[config.mk]
export PLATFORM = sky130hd
export DESIGN_NAME = mul_share_resp
export DESIGN_NICKNAME = d
export VERILOG_FILES = /design/src/rtl/mul_share_resp.sv
export SDC_FILE = /design/constraint.sdc
export NUM_CORES = 2
export LEC_CHECK = 0
export CORE_MARGIN = 2
export CORE_UTILIZATION = 55
export CTS_BUF_LIST = sky130_fd_sc_hd__clkbuf_8 sky130_fd_sc_hd__clkbuf_16
export CTS_CLUSTER_DIAMETER = 80
export DETAILED_ROUTE_END_ITERATION = 6
export GPL_TIMING_DRIVEN = 0
export PLACE_DENSITY = 0.74
export SLEW_MARGIN = 20
export SYNTH_ARGS = -nofsm -noshare
export SYNTH_HDL_FRONTEND = slang
export SYNTH_SLANG_ARGS = --single-unit
[constraint.sdc]
create_clock -name clk -period 8.9 [get_ports clk]
set_input_delay 2.67 -clock clk [delete_from_list [all_inputs] [get_ports clk]]
set_output_delay 2.67 -clock clk [all_outputs]
set_load 0.02 [all_outputs]
[src/rtl/mul_share_resp.sv]
// mul_share_resp: responder for the shared 53x27 unsigned multiplier.
// Two requester ports are arbitrated into one pipelined multiplier. Port 0
// wins the issue slot. Port 1 has a one-entry hold buffer, so a port-1
// request that loses the slot is kept rather than dropped. A starvation
// counter forces the buffered entry through ahead of port 0 once it has
// waited STARVE_MAX cycles. Each 80-bit product is returned to the port
// that issued it, in issue order.
//
// The product is split into two partial products at issue time
// (A*B[13:0] and A*B[26:14]). The partial products travel down the
// LAT-deep pipeline and are summed into the 80-bit result when it is
// loaded into the output register.
module mul_share_resp #(
    parameter int LAT        = 2,  // issue edge to result edge, 1..4
    parameter int STARVE_MAX = 4   // buffered wait cycles before forced issue, 1..15
) (
    input  logic        clk,
    input  logic        reset,
    input  logic        en0,
    input  logic [52:0] req0_in_1,
    input  logic [26:0] req0_in_2,
    output logic        rdy0,
    output logic [79:0] out0,
    output logic        vld0,
    input  logic        en1,
    input  logic [52:0] req1_in_1,
    input  logic [26:0] req1_in_2,
    output logic        rdy1,
    output logic [79:0] out1,
    output logic        vld1,
    output logic        busy
);

    localparam logic [3:0] C_STARVE_MAX = 4'(STARVE_MAX);

    // Port-1 hold buffer and its starvation counter
    logic        r_buf_vld;
    logic [52:0] r_buf_a;
    logic [26:0] r_buf_b;
    logic [3:0]  r_starve;

    // Issue-slot decision
    logic        w_force;
    logic        w_iss_vld;
    logic        w_iss_tag;
    logic        w_iss_from_buf;
    logic        w_iss_p1;
    logic [52:0] w_iss_a;
    logic [26:0] w_iss_b;
    logic        w_acc1;
    logic        w_buf_wr;

    // Partial products formed at issue
    logic [66:0] w_pp_lo;
    logic [65:0] w_pp_hi;

    // Multiplier pipeline
    logic [LAT-1:0] r_pv;
    logic [LAT-1:0] r_ptag;
    logic [66:0]    r_plo [LAT];
    logic [65:0]    r_phi [LAT];
    logic [79:0]    w_prod;

    // Result registers
    logic [79:0] r_out0;
    logic [79:0] r_out1;
    logic        r_vld0;
    logic        r_vld1;

    // The buffered entry is forced through once it has waited long enough.
    assign w_force = r_buf_vld && (r_starve == C_STARVE_MAX);

    // Port 1 is accepted whenever the buffer is empty, even when it loses
    // the slot; the losing request then lands in the buffer.
    assign w_acc1   = en1 && !r_buf_vld;
    assign w_buf_wr = w_acc1 && !w_iss_p1;

    assign rdy0 = !w_force;
    assign rdy1 = !r_buf_vld;

    // Priority select of the single issue slot: forced buffer, port 0, buffer, port 1
    always_comb begin
        w_iss_vld      = 1'b0;
        w_iss_tag      = 1'b0;
        w_iss_from_buf = 1'b0;
        w_iss_p1       = 1'b0;
        w_iss_a        = '0;
        w_iss_b        = '0;
        if (w_force) begin
            w_iss_vld      = 1'b1;
            w_iss_tag      = 1'b1;
            w_iss_from_buf = 1'b1;
            w_iss_a        = r_buf_a;
            w_iss_b        = r_buf_b;
        end else if (en0) begin
            w_iss_vld = 1'b1;
            w_iss_tag = 1'b0;
            w_iss_a   = req0_in_1;
            w_iss_b   = req0_in_2;
        end else if (r_buf_vld) begin
            w_iss_vld      = 1'b1;
            w_iss_tag      = 1'b1;
            w_iss_from_buf = 1'b1;
            w_iss_a        = r_buf_a;
            w_iss_b        = r_buf_b;
        end else if (en1) begin
            w_iss_vld = 1'b1;
            w_iss_tag = 1'b1;
            w_iss_p1  = 1'b1;
            w_iss_a   = req1_in_1;
            w_iss_b   = req1_in_2;
        end
    end

    // Both partial products are computed at full width so nothing is truncated.
    assign w_pp_lo = {14'd0, w_iss_a} * {53'd0, w_iss_b[13:0]};
    assign w_pp_hi = {13'd0, w_iss_a} * {53'd0, w_iss_b[26:14]};

    // Final recombination of the last stage's partial products.
    assign w_prod = {13'd0, r_plo[LAT-1]} + {r_phi[LAT-1], 14'd0};

    // Hold buffer fill/free and starvation counting
    always_ff @(posedge clk or negedge reset) begin
        if (!reset) begin
            r_buf_vld <= 1'b0;
            r_buf_a   <= '0;
            r_buf_b   <= '0;
            r_starve  <= '0;
        end else if (w_iss_from_buf) begin
            // rdy1 was low this cycle, so no refill can coincide with the free.
            r_buf_vld <= 1'b0;
            r_starve  <= '0;
        end else if (w_buf_wr) begin
            r_buf_vld <= 1'b1;
            r_buf_a   <= req1_in_1;
            r_buf_b   <= req1_in_2;
            r_starve  <= '0;
        end else if (r_buf_vld) begin
            if (r_starve != C_STARVE_MAX) begin
                r_starve <= r_starve + 4'd1;
            end
        end else begin
            r_starve <= '0;
        end
    end

    // Multiplier pipeline: advances every cycle, no backpressure
    always_ff @(posedge clk or negedge reset) begin
        if (!reset) begin
            r_pv   <= '0;
            r_ptag <= '0;
            for (int i = 0; i < LAT; i++) begin
                r_plo[i] <= '0;
                r_phi[i] <= '0;
            end
        end else begin
            r_pv[0]   <= w_iss_vld;
            r_ptag[0] <= w_iss_tag;
            if (w_iss_vld) begin
                r_plo[0] <= w_pp_lo;
                r_phi[0] <= w_pp_hi;
            end
            for (int i = 1; i < LAT; i++) begin
                r_pv[i]   <= r_pv[i-1];
                r_ptag[i] <= r_ptag[i-1];
                r_plo[i]  <= r_plo[i-1];
                r_phi[i]  <= r_phi[i-1];
            end
        end
    end

    // Route the finished product to its port; the other port's output holds
    always_ff @(posedge clk or negedge reset) begin
        if (!reset) begin
            r_out0 <= '0;
            r_out1 <= '0;
            r_vld0 <= 1'b0;
            r_vld1 <= 1'b0;
        end else begin
            r_vld0 <= r_pv[LAT-1] && !r_ptag[LAT-1];
            r_vld1 <= r_pv[LAT-1] &&  r_ptag[LAT-1];
            if (r_pv[LAT-1] && !r_ptag[LAT-1]) begin
                r_out0 <= w_prod;
            end
            if (r_pv[LAT-1] && r_ptag[LAT-1]) begin
                r_out1 <= w_prod;
            end
        end
    end

    assign out0 = r_out0;
    assign out1 = r_out1;
    assign vld0 = r_vld0;
    assign vld1 = r_vld1;
    assign busy = (|r_pv) || r_buf_vld;

endmodule

==> results.cfg <==
[timing]
final.min_clock_period_ps = 9830
fmax_mhz = 102
maxSlewViolCount = 0
tightest_slew_ps = 1220
rsz0062_at_grt = yes
hold_viol = 0
hold_ws_ps = 366
skew_ps = 94.2
period_share_pct = 110
slew_headroom_pct = 18.6
setup_viol = 83
layout_setup_ws_ps = -934

[global_routing]
grt_pass1_vias = 57600
grt_pass1_wl_um = 386000
antenna_found_initial = 22
grt_max_degree = 107
grt_usage_pct = 44.5
grt.overflow.total = 0

[yosys]
synth_compound_area_share_pct = 10.5
synthTopCellsByArea = fa_1 36%, dfrtp_1 20%, nand2_1 7.5%, inv_1 6.4%, ha_1 5.7%
synth_top_area_share_pct = 36.2
synthXorXnorAreaFrac_pct = 2.44
async_flop_share_pct = 100
synth_simple_gate_area_share_pct = 14.5
ys_ff_latch = 517
syn-cell-area_mm2 = 0.0647
synth.avg_cell_area_um2 = 8.98
synth_cells = 7205
synth_area_leader_cell = fa_1
synthMuxAreaShare_pct = 1.69
synth_top_family_by_area = adder cells
synth_edf_count = 0
synthFlopType = dfrtp_1
synth_nets = 8837
yosys_warnings = 0
ys_seq_area_share_pct = 20.0
synthDistinctLibCells = 87
synth_fa_ha_area_share_pct = 42.0

[finish]
multiInputGateArea_mm2 = 0.0483
fillCellCount = 9394
area_delta_synth_final_pct = 20.5
seqCellArea_mm2 = 0.0129
nets = 9421
drive_above_1_share_pct = 13.6

[route]
vias = 56600
wl_met1_um = 99900
wl_per_cell_um = 28.5
met3_length_um = 39900
postRouteAntennaNets = 0
drt-total-wl_um = 267000
top_layer_used = met5
drtPass1Iterations = 6
dr_wl_met2_um = 109000
drcViolationCount = 0
first_iter_violations = 5856
vias_per_cell = 6.05

[placement]
portBuffers = 327
dp_slack_ps = -4460
place_hpwl_um = 213000
gp_congestion = 1.06

[die]
die_y_um = 347
dieArea_mm2 = 0.120
coreArea_mm2 = 0.116
placementRows = 125
die_x_um = 347
start_util_pct = 55.6
ios = 329

[clock_tree]
clockRootBuffer = clkbuf_16
clk_pin_slew_ps = 60
clkLatencyLatePin_ps = 720
numClockSinks = 517
cts_buffers = 54
cts_tree = yes
h-tree-depth = 2
clk_path_buf_depth = 3

[setup_path]
cp_common_cell = fa_1
worstSetupStartpointType = input pin
critical_path_class = in -> reg
end_kind = flip-flop
critPathRequiredTime_ps = 9390
crit_arrival_ps = 10320
slowest_delay_ps = 650
cp_slowest_cell = fa_2
critPathBufInv = 8
critPathMaxFanout = 8
crit_family = adder cells

[run]
drv_cap = 0

[outcome]
status = finished, violations left
violations = negative setup slack

[min_path]
min_path_type = reg -> reg
[worst paths after layout]
path,from,end,slack [ps],depth (start not counted)
worst min-delay path,r_ptag[0],r_ptag[1],370,0
min in group asynchronous,reset,out1[69],1950,1
worst max-delay path,en0,r_plo[122],-930,30
max in group asynchronous,reset,out1[11],5580,3
worst min register to register,r_ptag[0],r_ptag[1],370,0
worst max register to register,r_buf_vld,r_plo[122],-800,27
[per-stage QoR]
step / setup TNS (ps) / cell area (um^2) / util, % / instances
final: -43030 / 78000 / 67.0 / 9362
after global routing: -53120 / 78000 / 67.0 / 9357
after CTS: -33080 / 76200 / 65.4 / 9278
after detailed placement: -374000 / 70800 / 60.9 / 9071
after global placement: -9066270 / 70400 / 60.5 / 9056
after floorplan: -16030 / 65200 / - / 7205
[cells in the mapped netlist, types with 4 or more instances]
master and count:
nand2_1 1298, fa_1 1171, inv_1 1104, nor2_1 761, dfrtp_1 517, clkbuf_1 368
ha_1 297, o21ai_0 296, a21oi_1 275, a21o_1 119, xnor2_1 107, mux2_2 96
a22oi_1 83, o21a_1 80, xor2_1 73, o21ai_1 57, nand3_1 53, nand4_1 47
o21bai_1 31, and2_1 29, a211oi_1 28, nor3_1 28, and3_1 25, buf_2 24
buf_1 22, nor2b_1 22, a31oi_1 21, nand2b_1 19, o211ai_1 14, o31ai_1 13
nor4_1 9, and4_1 8, or3_1 8, a21boi_0 5, or2_2 5, a211o_1 4
a21oi_2 4, a221oi_1 4, o31a_1 4, or4_1 4
[final cells by class]
cell class / count / area share (%)
Clock inverter: 29 / 0.501
Tap cell: 1524 / 2.45
Buffer: 381 / 3.84
Antenna cell: 9 / 0.0289
Inverter: 1106 / 5.36
Clock buffer: 67 / 1.96
Multi-Input combinational cell: 5166 / 62.0
Sequential cell: 517 / 16.6
Timing Repair Buffer: 563 / 7.30
[worst register-to-register path: cells and delay by family, from the launching register on]
family	cells	cell delay, ps
DFF	1	580
xor gates and xnor gates	1	270
buffers and inverters	6	2400
adders and majority gates	7	3490
AOI/OAI and AO/OA	10	2180
and+or+nand+nor	3	590
[timing repair]
action / in CTS / in global routing
resized for setup: 617 / 387
gates cloned: 3 / 1
pin swaps: 95 / 142
endpoints found under the setup margin: 123 / 98
setup buffers: 129 / 89
hold buffers: 0 / 0
[registers in the layout (all words and copies together), names as in the netlist]
signal,flops
out0,80
out1,80
r_buf_a,53
r_buf_b,27
r_buf_vld,1
r_phi,132
r_plo,134
r_ptag,2
r_pv,2
r_starve,4
vld0,1
vld1,1
[layout by cell type, fill, tap and decap left out, types with 21 or more instances in the layout]
master           netlist  routed
nor2b_1               22      22
a22oi_2                0      37
nor2_1               761     757
o21ai_0              296     246
mux2_2                96      96
o21a_4                 0      34
a21oi_1              275     247
nand3_1               53      53
dfrtp_1              517     517
inv_1               1104    1079
o21ai_2                3      37
o21ai_4                0      53
and3_1                25      24
nand2_1             1298    1283
o21bai_1              31      31
xor2_1                73      67
buf_4                  0     202
a21o_1               119     119
and2_1                29      27
clkbuf_1             368     140
clkbuf_8               0      56
a22oi_1               83      46
ha_1                 297     268
nand4_1               47      47
clkbuf_16              0      69
clkdlybuf4s50_1        0     321
a21oi_2                4      23
fa_1                1171    1129
o21a_1                80      31
xnor2_1              107      97
buf_6                  0      54
a211oi_1              28      26
clkbuf_2               2      42
nor3_1                28      21
fa_2                   0      42
buf_12                 0      31
clkbuf_4               0      37
[logic make-up after synthesis]
group                    after synthesis
AO/OA/AOI/OAI                       1093
flip-flops                           517
adder cells (fa/ha/maj)             1468
buffers and inverters               1522
multiplexers                          97
AND/OR/NAND/NOR                     2328
XOR/XNOR                             180
[routing by layer]
layer,GRT usage [%],up-vias
li1,-,23500
met3,19.8,834
met4,23.1,28
met2,63.2,3796
met1,57.4,28500
met5,0,-
Power is not shown: default switching activity piles up to over one toggle a cycle in this logic, so the estimate is an artifact.
